==> src/rtl/ame_num_sched_if.sv <==
// Requester-side bundle: operand quads in with valid/ready, one-hot result strobe out.
// Combinational ready on the slave side; responses carry no backpressure.
// Requesters must hold valid and data stable until they see ready.
interface ame_num_sched_if #(
    parameter int NUM_REQ        = 4,
    parameter int COMP_DATA_BITS = 64
);
    logic [NUM_REQ-1:0]                           req_valid;
    logic [NUM_REQ-1:0]                           req_ready;
    logic [NUM_REQ-1:0][3:0][COMP_DATA_BITS-1:0]  req_data;
    logic [NUM_REQ-1:0]                           rsp_valid;
    logic [COMP_DATA_BITS-1:0]                    rsp_data;

    modport master (
        output req_valid, req_data,
        input  req_ready, rsp_valid, rsp_data
    );

    modport slave (
        input  req_valid, req_data,
        output req_ready, rsp_valid, rsp_data
    );
endinterface

==> src/rtl/ame_num_sched.sv <==
// Round-robin sharing of one pipelined M*D-L*C unit among NUM_REQ solver lanes.
// Latency: handshake -> comp_init next cycle -> response COMP_LATENCY+2 cycles after handshake.
// Backpressure: ready is combinational, one grant per cycle while en_i; responses cannot stall.
module ame_num_sched #(
    parameter int NUM_REQ        = 4,
    parameter int COMP_DATA_BITS = 64,
    parameter int COMP_LATENCY   = 1
) (
    input  logic                           clk_i,
    input  logic                           rst_n_i,
    input  logic                           en_i,
    ame_num_sched_if.slave                 req_if,
    output logic                           comp_init_o,
    output logic [3:0][COMP_DATA_BITS-1:0] comp_data_o,
    input  logic                           comp_done_i,
    input  logic [COMP_DATA_BITS-1:0]      comp_data_i,
    output logic                           busy_o,
    output logic                           err_o
);
    localparam int PW   = (NUM_REQ > 1) ? $clog2(NUM_REQ) : 1;
    localparam int LAST = COMP_LATENCY;
    localparam logic [NUM_REQ-1:0] ONE = NUM_REQ'(1);

    logic [PW-1:0]             ptr;
    logic [PW-1:0]             gnt_idx;
    logic                      gnt_any;
    logic [LAST:0]             tag_vld;
    logic [LAST:0][PW-1:0]     tag_idx;
    logic [NUM_REQ-1:0]        rsp_valid_q;
    logic [COMP_DATA_BITS-1:0] rsp_data_q;

    function automatic logic [PW-1:0] wrap_idx(input logic [PW-1:0] base, input int off);
        int s;
        s = int'(base) + off;
        if (s >= NUM_REQ) s = s - NUM_REQ;
        return PW'(s);
    endfunction

    // Scan offsets from the far end so the nearest valid requester after ptr wins.
    always_comb begin
        gnt_any = 1'b0;
        gnt_idx = '0;
        for (int i = NUM_REQ - 1; i >= 0; i--) begin
            if (en_i && req_if.req_valid[wrap_idx(ptr, i)]) begin
                gnt_any = 1'b1;
                gnt_idx = wrap_idx(ptr, i);
            end
        end
    end

    assign req_if.req_ready = gnt_any ? (ONE << gnt_idx) : '0;
    assign req_if.rsp_valid = rsp_valid_q;
    assign req_if.rsp_data  = rsp_data_q;

    always_ff @(posedge clk_i or negedge rst_n_i) begin
        if (!rst_n_i) begin
            ptr         <= '0;
            comp_init_o <= 1'b0;
            comp_data_o <= '0;
            tag_vld     <= '0;
            tag_idx     <= '0;
            rsp_valid_q <= '0;
            rsp_data_q  <= '0;
            err_o       <= 1'b0;
        end else begin
            comp_init_o <= gnt_any;
            if (gnt_any) begin
                comp_data_o <= req_if.req_data[gnt_idx];
                ptr         <= (gnt_idx == PW'(NUM_REQ - 1)) ? '0 : gnt_idx + PW'(1);
            end
            tag_vld <= {tag_vld[LAST-1:0], gnt_any};
            tag_idx <= {tag_idx[LAST-1:0], gnt_idx};

            // A result is only routed when the owner tag lines up with the done strobe.
            rsp_valid_q <= '0;
            if (comp_done_i && tag_vld[LAST]) begin
                rsp_valid_q <= ONE << tag_idx[LAST];
                rsp_data_q  <= comp_data_i;
            end
            if (comp_done_i != tag_vld[LAST]) err_o <= 1'b1;
        end
    end

    assign busy_o = comp_init_o | (|tag_vld) | (|rsp_valid_q);
endmodule
==> src/flat_wrapper.sv <==
// flat-port wrapper written by rule: the top's interface ports become plain ports
module ame_num_sched_flat 
#(
    parameter int NUM_REQ        = 4,
    parameter int COMP_DATA_BITS = 64,
    parameter int COMP_LATENCY   = 1
)
  (clk_i, rst_n_i, en_i, comp_init_o, comp_data_o, comp_done_i, comp_data_i, busy_o, err_o, req_if_req_valid, req_if_req_data, req_if_req_ready, req_if_rsp_valid, req_if_rsp_data);
  ame_num_sched_if #(.NUM_REQ(NUM_REQ), .COMP_DATA_BITS(COMP_DATA_BITS)) req_if_i ();
  input  logic clk_i;
  input  logic rst_n_i;
  input  logic en_i;
  output logic comp_init_o;
  output logic [3:0][COMP_DATA_BITS-1:0] comp_data_o;
  input  logic comp_done_i;
  input  logic [COMP_DATA_BITS-1:0] comp_data_i;
  output logic busy_o;
  output logic err_o;
  input wire logic [$bits(req_if_i.req_valid)-1:0] req_if_req_valid;
  input wire logic [$bits(req_if_i.req_data)-1:0] req_if_req_data;
  output wire logic [$bits(req_if_i.req_ready)-1:0] req_if_req_ready;
  output wire logic [$bits(req_if_i.rsp_valid)-1:0] req_if_rsp_valid;
  output wire logic [$bits(req_if_i.rsp_data)-1:0] req_if_rsp_data;
  assign req_if_i.req_valid = req_if_req_valid;
  assign req_if_i.req_data = req_if_req_data;
  assign req_if_req_ready = req_if_i.req_ready;
  assign req_if_rsp_valid = req_if_i.rsp_valid;
  assign req_if_rsp_data = req_if_i.rsp_data;
  ame_num_sched #(.NUM_REQ(NUM_REQ), .COMP_DATA_BITS(COMP_DATA_BITS), .COMP_LATENCY(COMP_LATENCY)) u_core (.clk_i(clk_i), .rst_n_i(rst_n_i), .en_i(en_i), .req_if(req_if_i), .comp_init_o(comp_init_o), .comp_data_o(comp_data_o), .comp_done_i(comp_done_i), .comp_data_i(comp_data_i), .busy_o(busy_o), .err_o(err_o));
endmodule
==> config.mk <==
export PLATFORM = sky130hd
export DESIGN_NAME = ame_num_sched_flat
export DESIGN_NICKNAME = d
export VERILOG_FILES = /design/src/rtl/ame_num_sched_if.sv /design/src/rtl/ame_num_sched.sv /design/src/flat_wrapper.sv
export SDC_FILE = /design/constraint.sdc
export NUM_CORES = 1
export LEC_CHECK = 0
export ABC_AREA = 0
export CAP_MARGIN = 30
export CORE_AREA = 2 2 562 564
export CTS_CLUSTER_DIAMETER = 150
export DETAILED_ROUTE_END_ITERATION = 16
export DIE_AREA = 0 0 564 566
export HOLD_SLACK_MARGIN = 0.12
export PLACE_DENSITY_LB_ADDON = 0.3
export RECOVER_POWER = 50
export SYNTH_ARGS = -nofsm -noshare
export SYNTH_HDL_FRONTEND = slang
export SYNTH_SLANG_ARGS = --single-unit
==> constraint.sdc <==
create_clock -name clk_i -period 2.55 [get_ports clk_i]
set_clock_uncertainty 0.15 [all_clocks]
set_input_delay 0.255 -clock clk_i [delete_from_list [all_inputs] [get_ports clk_i]]
set_output_delay 0.255 -clock clk_i [all_outputs]
set_load 0.005 [all_outputs]
Yosys cells after proc, flatten, opt, wreduce, memory -nomap -nowiden
Cells that the tools add are included.
- flip-flop bits (word level): 334
- output and inout port bits: 331
- bits of input ports: 1096
- logic and storage cells: 67
- order comparisons: 9
- add/subtract/negate cells: 8
- bitwise logic cells: 2
- reductions and logical operators: 7
- equal/unequal tests: 2
- shift operators: 2
- mux-type cells: 25
- operators with widths (operator ; count):
    binary-select mux 256 bit (select 2 bit) ; 1
    2-to-1 mux 256 bit ; 1
    2-to-1 mux 2 bit ; 9
    < comparator 2 x 3 -> 1 bit (second input constant) ; 5
    >= comparator 3 bit (second input constant) ; 3
    binary-select mux 1 bit (select 2 bit) ; 4
    2-to-1 mux 1 bit ; 8
    2-to-1 mux 4 bit ; 2
    << shifter 1 x 2 -> 4 bit (first input constant) ; 2
    subtractor 2 x 1 -> 2 bit (second input constant) ; 4
    adder 2 x 2 -> 3 bit (second input constant) ; 2
    logical AND 1 bit ; 5
    OR reduction 4 bit ; 1
    adder 2 x 1 -> 3 bit (second input constant) ; 1
    >= comparator 2 x 3 -> 1 bit (second input constant) ; 1
    adder 2 x 1 -> 2 bit (second input constant) ; 1
    == test 2 bit (second input constant) ; 1
    OR 1 bit ; 2
    OR reduction 2 bit ; 1
    != test 1 bit ; 1

Longest topological paths before layout
Gate-level depths: netlist of run 1.
- depth in word-level cells: 12
- depth in mapped cells: 12
- mapped depth without buffers: 7

Worst setup path before layout of run 1
OpenSTA, ideal clock, no wires.
- path kind: flip-flop to flip-flop
- from: reg u_core.ptr[0]
- to: reg u_core.comp_data_o[254] in the netlist's numbering
- data required time: 2261 ps
- path buffers: 3
- library setup time: 139 ps
- path slack: 118 ps
- data arrival time: 2143 ps
- clock period less this slack: 2432 ps
- stages on the path, launching flop included: 10
- cell sequence: dfrtp_1 buf_4 buf_6 or3_1 o311a_1 o221ai_2 buf_4 mux2_2 a2111oi_0 a21oi_1
- word-level cells in the longest chain between the ends: 12
- elaborated cells between the ends (all ways): 37
- classes of those cells: 7 x add/sub; 4 x order compare; 22 x mux; 4 x reduce/logical
- ends and longest elaborated chain (item ; RTL line ; source):
    start: declaration ; ame_num_sched.sv:24 ; logic [PW-1:0] ptr;
    start signal: assignment ; ame_num_sched.sv:69 ; ptr <= (gnt_idx == PW'(NUM_REQ - 1)) ? '0 : gnt_idx + PW'(1);
    adder 2 x 2 -> 3 bit ; ame_num_sched.sv:34 ; s = int'(base) + off;
    >= comparator 3 bit / subtractor 2 x 1 -> 2 bit (equally long branches) ; ame_num_sched.sv:35 ; if (s >= NUM_REQ) s = s - NUM_REQ;
    2-to-1 mux 2 bit ; ame_num_sched.sv:35 ;
    binary-select mux 1 bit (select 2 bit) ; ame_num_sched.sv:44 ; if (en_i && req_if.req_valid[wrap_idx(ptr, i)]) begin
    2-to-1 mux 1 bit (implied by the code) ; ame_num_sched.sv:44 ;
    logical AND 1 bit ; ame_num_sched.sv:44 ;
    2-to-1 mux 2 bit (4 in series) ; ame_num_sched.sv:44 ;
    binary-select mux 256 bit (select 2 bit) ; ame_num_sched.sv:68 ; comp_data_o <= req_if.req_data[gnt_idx];
    2-to-1 mux 256 bit (implied by the code) ; ame_num_sched.sv:68 ;
    end signal: assignment ; ame_num_sched.sv:68 ;
    end: declaration ; ame_num_sched.sv:14 ; output logic [3:0][COMP_DATA_BITS-1:0] comp_data_o,
Parallel ways exist; a longest one is shown, timed or not. The select of a mux whose other input is x is not followed.
A chain may end at the register's enable or synchronous reset.

Worst setup path in the final report of run 1
- from: reg u_core.ptr[0]
- to: reg u_core.comp_data_o[57] in the netlist's numbering
Same word-level chain as after synthesis.

==> results of run 1 <==
[flip-flops by register name, indices dropped and copies added, names as in the netlist]
signal,cells
u_core.req_if.rsp_data,64
u_core.tag_idx,4
u_core.comp_data_o,256
u_core.ptr,2
u_core.err_o,1
u_core.tag_vld,2
u_core.req_if.rsp_valid,4
[final timing paths]
path | from | end | depth (start not counted)
min in group asynchronous | rst_n_i | u_core.comp_data_o[144] | 3
worst min register to register | u_core.tag_idx[0] | u_core.tag_idx[2] | 0
worst max-delay path | u_core.ptr[0] | u_core.comp_data_o[57] | 11
worst max register to register | u_core.ptr[0] | u_core.comp_data_o[57] | 11
worst min-delay path | req_if_req_data[510] | u_core.comp_data_o[254] | 3
max in group asynchronous | rst_n_i | u_core.comp_data_o[244] | 4
[metrics by stage]
stage	hold WS, ns	cell area [um^2]	total power, mW
floorplan	-0.191	23500	20.0
global placement	0.147	44500	36.4
detailed placement	0.148	44500	36.4
CTS	0.124	52600	46.7
global route	0.157	54800	51.2
finish	0.204	54900	49.1
[synthesized netlist by cell type, types with 2 or more instances]
cell	number	area share
sky130_fd_sc_hd__dfrtp_1	333	0.35
sky130_fd_sc_hd__o21ai_0	4	0.00085
sky130_fd_sc_hd__and2_1	2	0.00053
sky130_fd_sc_hd__buf_2	57	0.012
sky130_fd_sc_hd__buf_4	33	0.011
sky130_fd_sc_hd__o22ai_1	258	0.069
sky130_fd_sc_hd__inv_1	4	0.00064
sky130_fd_sc_hd__nand2b_1	6	0.0016
sky130_fd_sc_hd__a211oi_1	2	0.00064
sky130_fd_sc_hd__clkbuf_1	118	0.019
sky130_fd_sc_hd__mux2_1	3	0.0014
sky130_fd_sc_hd__nor2b_1	2	0.00053
sky130_fd_sc_hd__mux2_2	514	0.25
sky130_fd_sc_hd__mux2_4	60	0.038
sky130_fd_sc_hd__a41oi_1	256	0.095
sky130_fd_sc_hd__o221ai_2	3	0.0019
sky130_fd_sc_hd__nor3b_1	4	0.0013
sky130_fd_sc_hd__nor2_1	7	0.0011
sky130_fd_sc_hd__buf_6	10	0.0048
sky130_fd_sc_hd__nand2_1	772	0.12
sky130_fd_sc_hd__mux2i_1	6	0.0026
sky130_fd_sc_hd__buf_1	26	0.0042
sky130_fd_sc_hd__a21oi_1	5	0.0011
[worst max-delay path: cells and delay by family (launching register included)]
kind | cells | cell delay, ns
AO/OA/AOI/OAI | 4 | 0.54
buffers and inverters | 5 | 0.83
flip-flops | 1 | 0.53
multiplexers | 2 | 0.75
[placed cells by master (no fill, tap or decap), types with 3 or more instances in the layout]
cell type / Yosys / layout
sky130_fd_sc_hd__a21oi_1: 5 / 3
sky130_fd_sc_hd__a41oi_1: 256 / 200
sky130_fd_sc_hd__a41oi_2: 0 / 56
sky130_fd_sc_hd__buf_12: 0 / 63
sky130_fd_sc_hd__buf_16: 0 / 19
sky130_fd_sc_hd__buf_4: 33 / 154
sky130_fd_sc_hd__buf_6: 10 / 26
sky130_fd_sc_hd__buf_8: 0 / 12
sky130_fd_sc_hd__bufinv_16: 0 / 3
sky130_fd_sc_hd__clkbuf_1: 118 / 18
sky130_fd_sc_hd__clkbuf_16: 0 / 66
sky130_fd_sc_hd__clkbuf_2: 0 / 15
sky130_fd_sc_hd__clkbuf_8: 0 / 14
sky130_fd_sc_hd__clkdlybuf4s50_1: 0 / 1420
sky130_fd_sc_hd__clkinv_16: 0 / 3
sky130_fd_sc_hd__clkinv_2: 0 / 8
sky130_fd_sc_hd__clkinvlp_4: 0 / 5
sky130_fd_sc_hd__dfrtp_1: 333 / 331
sky130_fd_sc_hd__diode_2: 0 / 91
sky130_fd_sc_hd__dlygate4sd3_1: 0 / 563
sky130_fd_sc_hd__inv_1: 4 / 4
sky130_fd_sc_hd__mux2_1: 3 / 3
sky130_fd_sc_hd__mux2_2: 514 / 415
sky130_fd_sc_hd__mux2_4: 60 / 159
sky130_fd_sc_hd__mux2i_1: 6 / 4
sky130_fd_sc_hd__nand2_1: 772 / 733
sky130_fd_sc_hd__nand2_2: 0 / 39
sky130_fd_sc_hd__nand2b_1: 6 / 5
sky130_fd_sc_hd__nor2_1: 7 / 5
sky130_fd_sc_hd__nor3b_1: 4 / 4
sky130_fd_sc_hd__o21ai_0: 4 / 4
sky130_fd_sc_hd__o221ai_4: 0 / 3
sky130_fd_sc_hd__o22ai_1: 258 / 174
sky130_fd_sc_hd__o22ai_2: 0 / 79
sky130_fd_sc_hd__o22ai_4: 0 / 5
[timing repair]
item	CTS	global route
resized for setup	83	342
hold buffers	563	0
endpoints found under the hold margin	650	0
gates cloned	7	17
setup buffers	13	17
endpoints found under the setup margin	262	261
pin swaps	3	51
[logic make-up after synthesis]
group | Yosys count
flops | 333
buf+inv | 249
simple gates | 801
mux | 584
fa+ha+maj | 1
compound gates | 539
[routing by layer]
layer | GRT usage | routed length (um) | vias to the layer above
met5 | 0 | 1200 | -
met4 | 0.0453 | 9510 | 174
met3 | 0.0730 | 34000 | 528
met2 | 0.240 | 115000 | 2049
met1 | 0.204 | 114000 | 16200
li1 | - | - | 13700
[power breakdown]
part | total (mW) | internal (mW) | switching [mW] | leakage, nW
logic | 31.1 | 15.9 | 15.2 | 15.1
clock network | 7.91 | 4.49 | 3.43 | 0.867
registers | 10.1 | 7.79 | 2.34 | 3.86
[cell type report]
type	instances	area, um^2
fillers	35000	259000
diodes	91	228
well taps	4160	5200
inverters	5	26.3
clock inverters	20	267
repair buffers	2300	23800
multi-input cells	1925	15500
flip-flops and latches	333	8340
clock buffers	76	1530
==> reports/qor.yml, run 1 <==
synth_xor_xnor_area_share: 0
port_buffer_count: 1426
data_arrival_time_of_the_worst_path_ns: 3.44
postSynth.topFlopCell: "sky130_fd_sc_hd__dfrtp_1"
first_pass_iters: 5
initialDrtViolationCount: 2500
timing.final.crit_share: 1.18
antenna_left: 0
rsz0062_at_grt: "true"
cts_tree: "yes"
timing.final.ws_setup_ns: -0.455
maximum_number_of_buffers_from_clock_root_to_sink: 3
drive_gt1_frac: 0.251
yosys_register_bits: 333
clock_latency_ns: 0.73
wirelength_mm: 274
ports_placed_on_the_boundary: 1427
crit_path_max_fanout: 13
cts-buffers-inserted: 52
viasPerCell: 3.66
timing.setup.tns_ns: -83.44
status: "finished with violations"
starting_utilization_of_the_core_area: 0.0749
drc: 0
place_worst_setup_slack_ns: -1.06
fin_crit_ns: 3.01
floorplan.die_area_mm2: 0.319
die-height_um: 566
grt_overflow_total: 0
synth_nets: 3604
ff2ff_setup_slack_ns: -0.46
endpoint_kind: "register"
synth_async_sr_flop_share: 1.00
post_place_cells: 8106
fraction_of_the_mapped_netlist_area_in_compound_gates: 0.173
synth_top_family_by_area: "multiplexers"
syn-cell-area_mm2: 0.0235
p_per_area_mw_per_mm2: 895
drv_cap: 0
synthSimpleGateAreaFrac: 0.131
worstSetupPathType: "register to register"
antenna_found_initial: 263
synthMuxAreaShare: 0.290
ir_drop_uv: 582
syn_inst: 2507
first_global_vias: 32400
clock_tree.root_cell: "sky130_fd_sc_hd__clkbuf_16"
power_leakage_nw: 19.8
setup_viols_final: 262
placement_rows: 206
final_net_count: 5714
area_delta_synth_final_pct: 134
wl_per_cell_um: 30.8
min-delay-path-class: "input pin to register"
finalWeightedCongestion: 0.960
share_of_synthesized_cell_area_in_full_adder_half_adder_and_majority_cells: 0.000533
cts-htree-levels: 2
fmax_ghz: 0.333
seq_area_frac_synth: 0.355
final-instance-count-excl-fill: 8910
grt_first_pass_wirelength_mm: 338
synth.avg_cell_area_um2: 9.37
clkSlewWorstSetupHoldPaths_ns: 0.06
worstPathRequired_ns: 2.98
cts.sink_count: 333
yosysUniqueCellTypes: 45
grt_util_all_layers: 0.160
cpPeakStageDelay_ns: 0.53
via_count: 32700
chipWidth_um: 564
post-route-util: 0.175
hold_violations: 0
critical_path.cell_chain: "mux4_2, o221ai_4, o221ai_4, buf_12, buf_16, buf_16, buf_16, buf_12, mux2_2, o22ai_2, a41oi_1"
failed_checks: "negative setup slack"
timing.max_slew.rel_slack: 0.199
grt_max_degree: 93
tightest_slew_ns: 1.20
report.final.slew_viol_count: 0
crit_path_frequent_cell: "sky130_fd_sc_hd__buf_16"
synth_enable_flop_cells: 0
place_hpwl_mm: 224
timing.critical_path.from_type: "register"
slowest_stage: "sky130_fd_sc_hd__dfrtp_4"
synthesis_warning_total: 0
core_area_mm2: 0.313
No activity file was read; power rests on OpenSTA's default activity.
==> run 2: changes to the inputs <==
--- a/config.mk
+++ b/config.mk
@@ -17,3 +17,4 @@
 export SYNTH_ARGS = -nofsm -noshare
 export SYNTH_HDL_FRONTEND = slang
 export SYNTH_SLANG_ARGS = --single-unit
+export TNS_END_PERCENT = 10
==> reports/qor.yml, run 2 (same netlist as run 1, synthesis figures left out) <==
setup_viols_final: 261
ir_drop_uv: 565
drv_cap: 0
clkSlewWorstSetupHoldPaths_ns: 0.07
worstPathRequired_ns: 2.99
ff2ff_setup_slack_ns: -0.44
fmax_ghz: 0.334
timing.critical_path.from_type: "register"
wirelength_mm: 269
maximum_number_of_buffers_from_clock_root_to_sink: 3
timing.max_slew.rel_slack: 0.264
post_place_cells: 8106
clock_tree.root_cell: "sky130_fd_sc_hd__clkbuf_16"
cts.sink_count: 333
timing.final.crit_share: 1.17
leading_cell_types_in_the_layout_fill_and_taps_excluded: "1420 x sky130_fd_sc_hd__clkdlybuf4s50_1, 760 x sky130_fd_sc_hd__nand2_1, 563 x sky130_fd_sc_hd__dlygate4sd3_1, 428 x sky130_fd_sc_hd__mux2_2, 331 x sky130_fd_sc_hd__dfrtp_1"
rsz0062_at_grt: "true"
placement_rows: 206
viasPerCell: 3.64
fin_crit_ns: 2.99
placed_cell_area_mm2: 0.0445
area_delta_synth_final_pct: 132
min-delay-path-class: "input pin to register"
largest_register_ff_count: 256
cts-buffers-inserted: 52
antenna_found_initial: 268
final_net_count: 5696
via_count: 32400
cts_tree: "yes"
wl_per_cell_um: 30.2
first_global_vias: 32400
core_area_mm2: 0.313
cts-htree-levels: 2
drive_gt1_frac: 0.241
crit_path_max_fanout: 7
most_common_library_cell_in_the_layout_ignoring_fill_and_taps: "sky130_fd_sc_hd__clkdlybuf4s50_1"
p_per_area_mw_per_mm2: 888
first_pass_iters: 5
finalWeightedCongestion: 0.960
failed_checks: "negative setup slack"
worst_hold_slack_ns: 0.201
grt_util_all_layers: 0.159
die-height_um: 566
largest_register: "u_core.comp_data_o"
starting_utilization_of_the_core_area: 0.0749
timing.setup.tns_ns: -70.54
port_buffer_count: 1426
grt_first_pass_wirelength_mm: 337
ports_placed_on_the_boundary: 1427
final-instance-count-excl-fill: 8900
antenna_left: 0
timing.final.ws_setup_ns: -0.442
grt_overflow_total: 0
place_hpwl_mm: 224
clock_latency_ns: 0.70
drc: 0
grt_max_degree: 93
tightest_slew_ns: 1.10
floorplan.die_area_mm2: 0.319
power_leakage_nw: 19.5
chipWidth_um: 564
status: "finished with violations"
initialDrtViolationCount: 2475
design_area_final_mm2: 0.0544
report.final.slew_viol_count: 0
endpoint_kind: "register"
hold_violations: 0
worstSetupPathType: "register to register"
data_arrival_time_of_the_worst_path_ns: 3.44
-- run 2: metrics by stage --
stage | setup WS (ns) | power [mW] | util
after CTS | -0.544 | 46.5 | 0.168
after global placement | -1.02 | 36.4 | 0.142
after global routing | -0.547 | 50.4 | 0.173
after detailed placement | -1.06 | 36.4 | 0.142
after floorplan | 0.118 | 20.0 | -
final | -0.442 | 48.3 | 0.174
-- run 2: area by class of cell --
type                    instances  area [um^2]
multi-input cells            1925        15400
inverters                       5         26.3
clock buffers                  76         1530
diodes                         99          248
clock inverters                20          267
flip-flops and latches        333         8340
repair buffers               2282        23300
fillers                     35000       259000
well taps                    4160         5200
-- run 2: worst paths after layout --
kind	start	end	depth (start not counted)
max	u_core.ptr[0]	u_core.comp_data_o[98]	11
min	req_if_req_data[510]	u_core.comp_data_o[254]	3
min reg2reg	u_core.tag_idx[0]	u_core.tag_idx[2]	0
max in group asynchronous	rst_n_i	u_core.comp_data_o[244]	4
max reg2reg	u_core.ptr[0]	u_core.comp_data_o[98]	11
min in group asynchronous	rst_n_i	u_core.comp_data_o[144]	3
-- run 2: what timing repair did --
action | in CTS | in global routing
pin swaps | 3 | 68
cloned | 4 | 7
endpoints found under the hold margin | 650 | 0
resized for setup | 95 | 269
hold buffers | 563 | 0
endpoints found under the setup margin | 262 | 262
setup buffers | 11 | 16
-- run 2: critical path: stages, from the launching register on --
cell                       delay [ns]
sky130_fd_sc_hd__dfrtp_4         0.48
sky130_fd_sc_hd__mux4_2          0.54
sky130_fd_sc_hd__o221ai_4        0.10
sky130_fd_sc_hd__o221ai_4        0.13
sky130_fd_sc_hd__buf_12          0.17
sky130_fd_sc_hd__buf_16          0.15
sky130_fd_sc_hd__buf_16          0.16
sky130_fd_sc_hd__buf_16          0.19
sky130_fd_sc_hd__buf_4           0.15
sky130_fd_sc_hd__mux2_4          0.38
sky130_fd_sc_hd__o22ai_2         0.12
sky130_fd_sc_hd__a41oi_1         0.06
-- run 2: layer usage --
metal | part of all wire | global-route usage
met5 | 0.0042 | 0
met4 | 0.035 | 0.0453
met3 | 0.12 | 0.0724
met2 | 0.42 | 0.238
met1 | 0.43 | 0.203
-- run 2: power breakdown --
part	internal [mW]	switching, mW	leakage [nW]
Clock	4.49	3.40	0.867
Sequential	7.79	2.36	3.86
Combinational	15.5	14.8	14.8
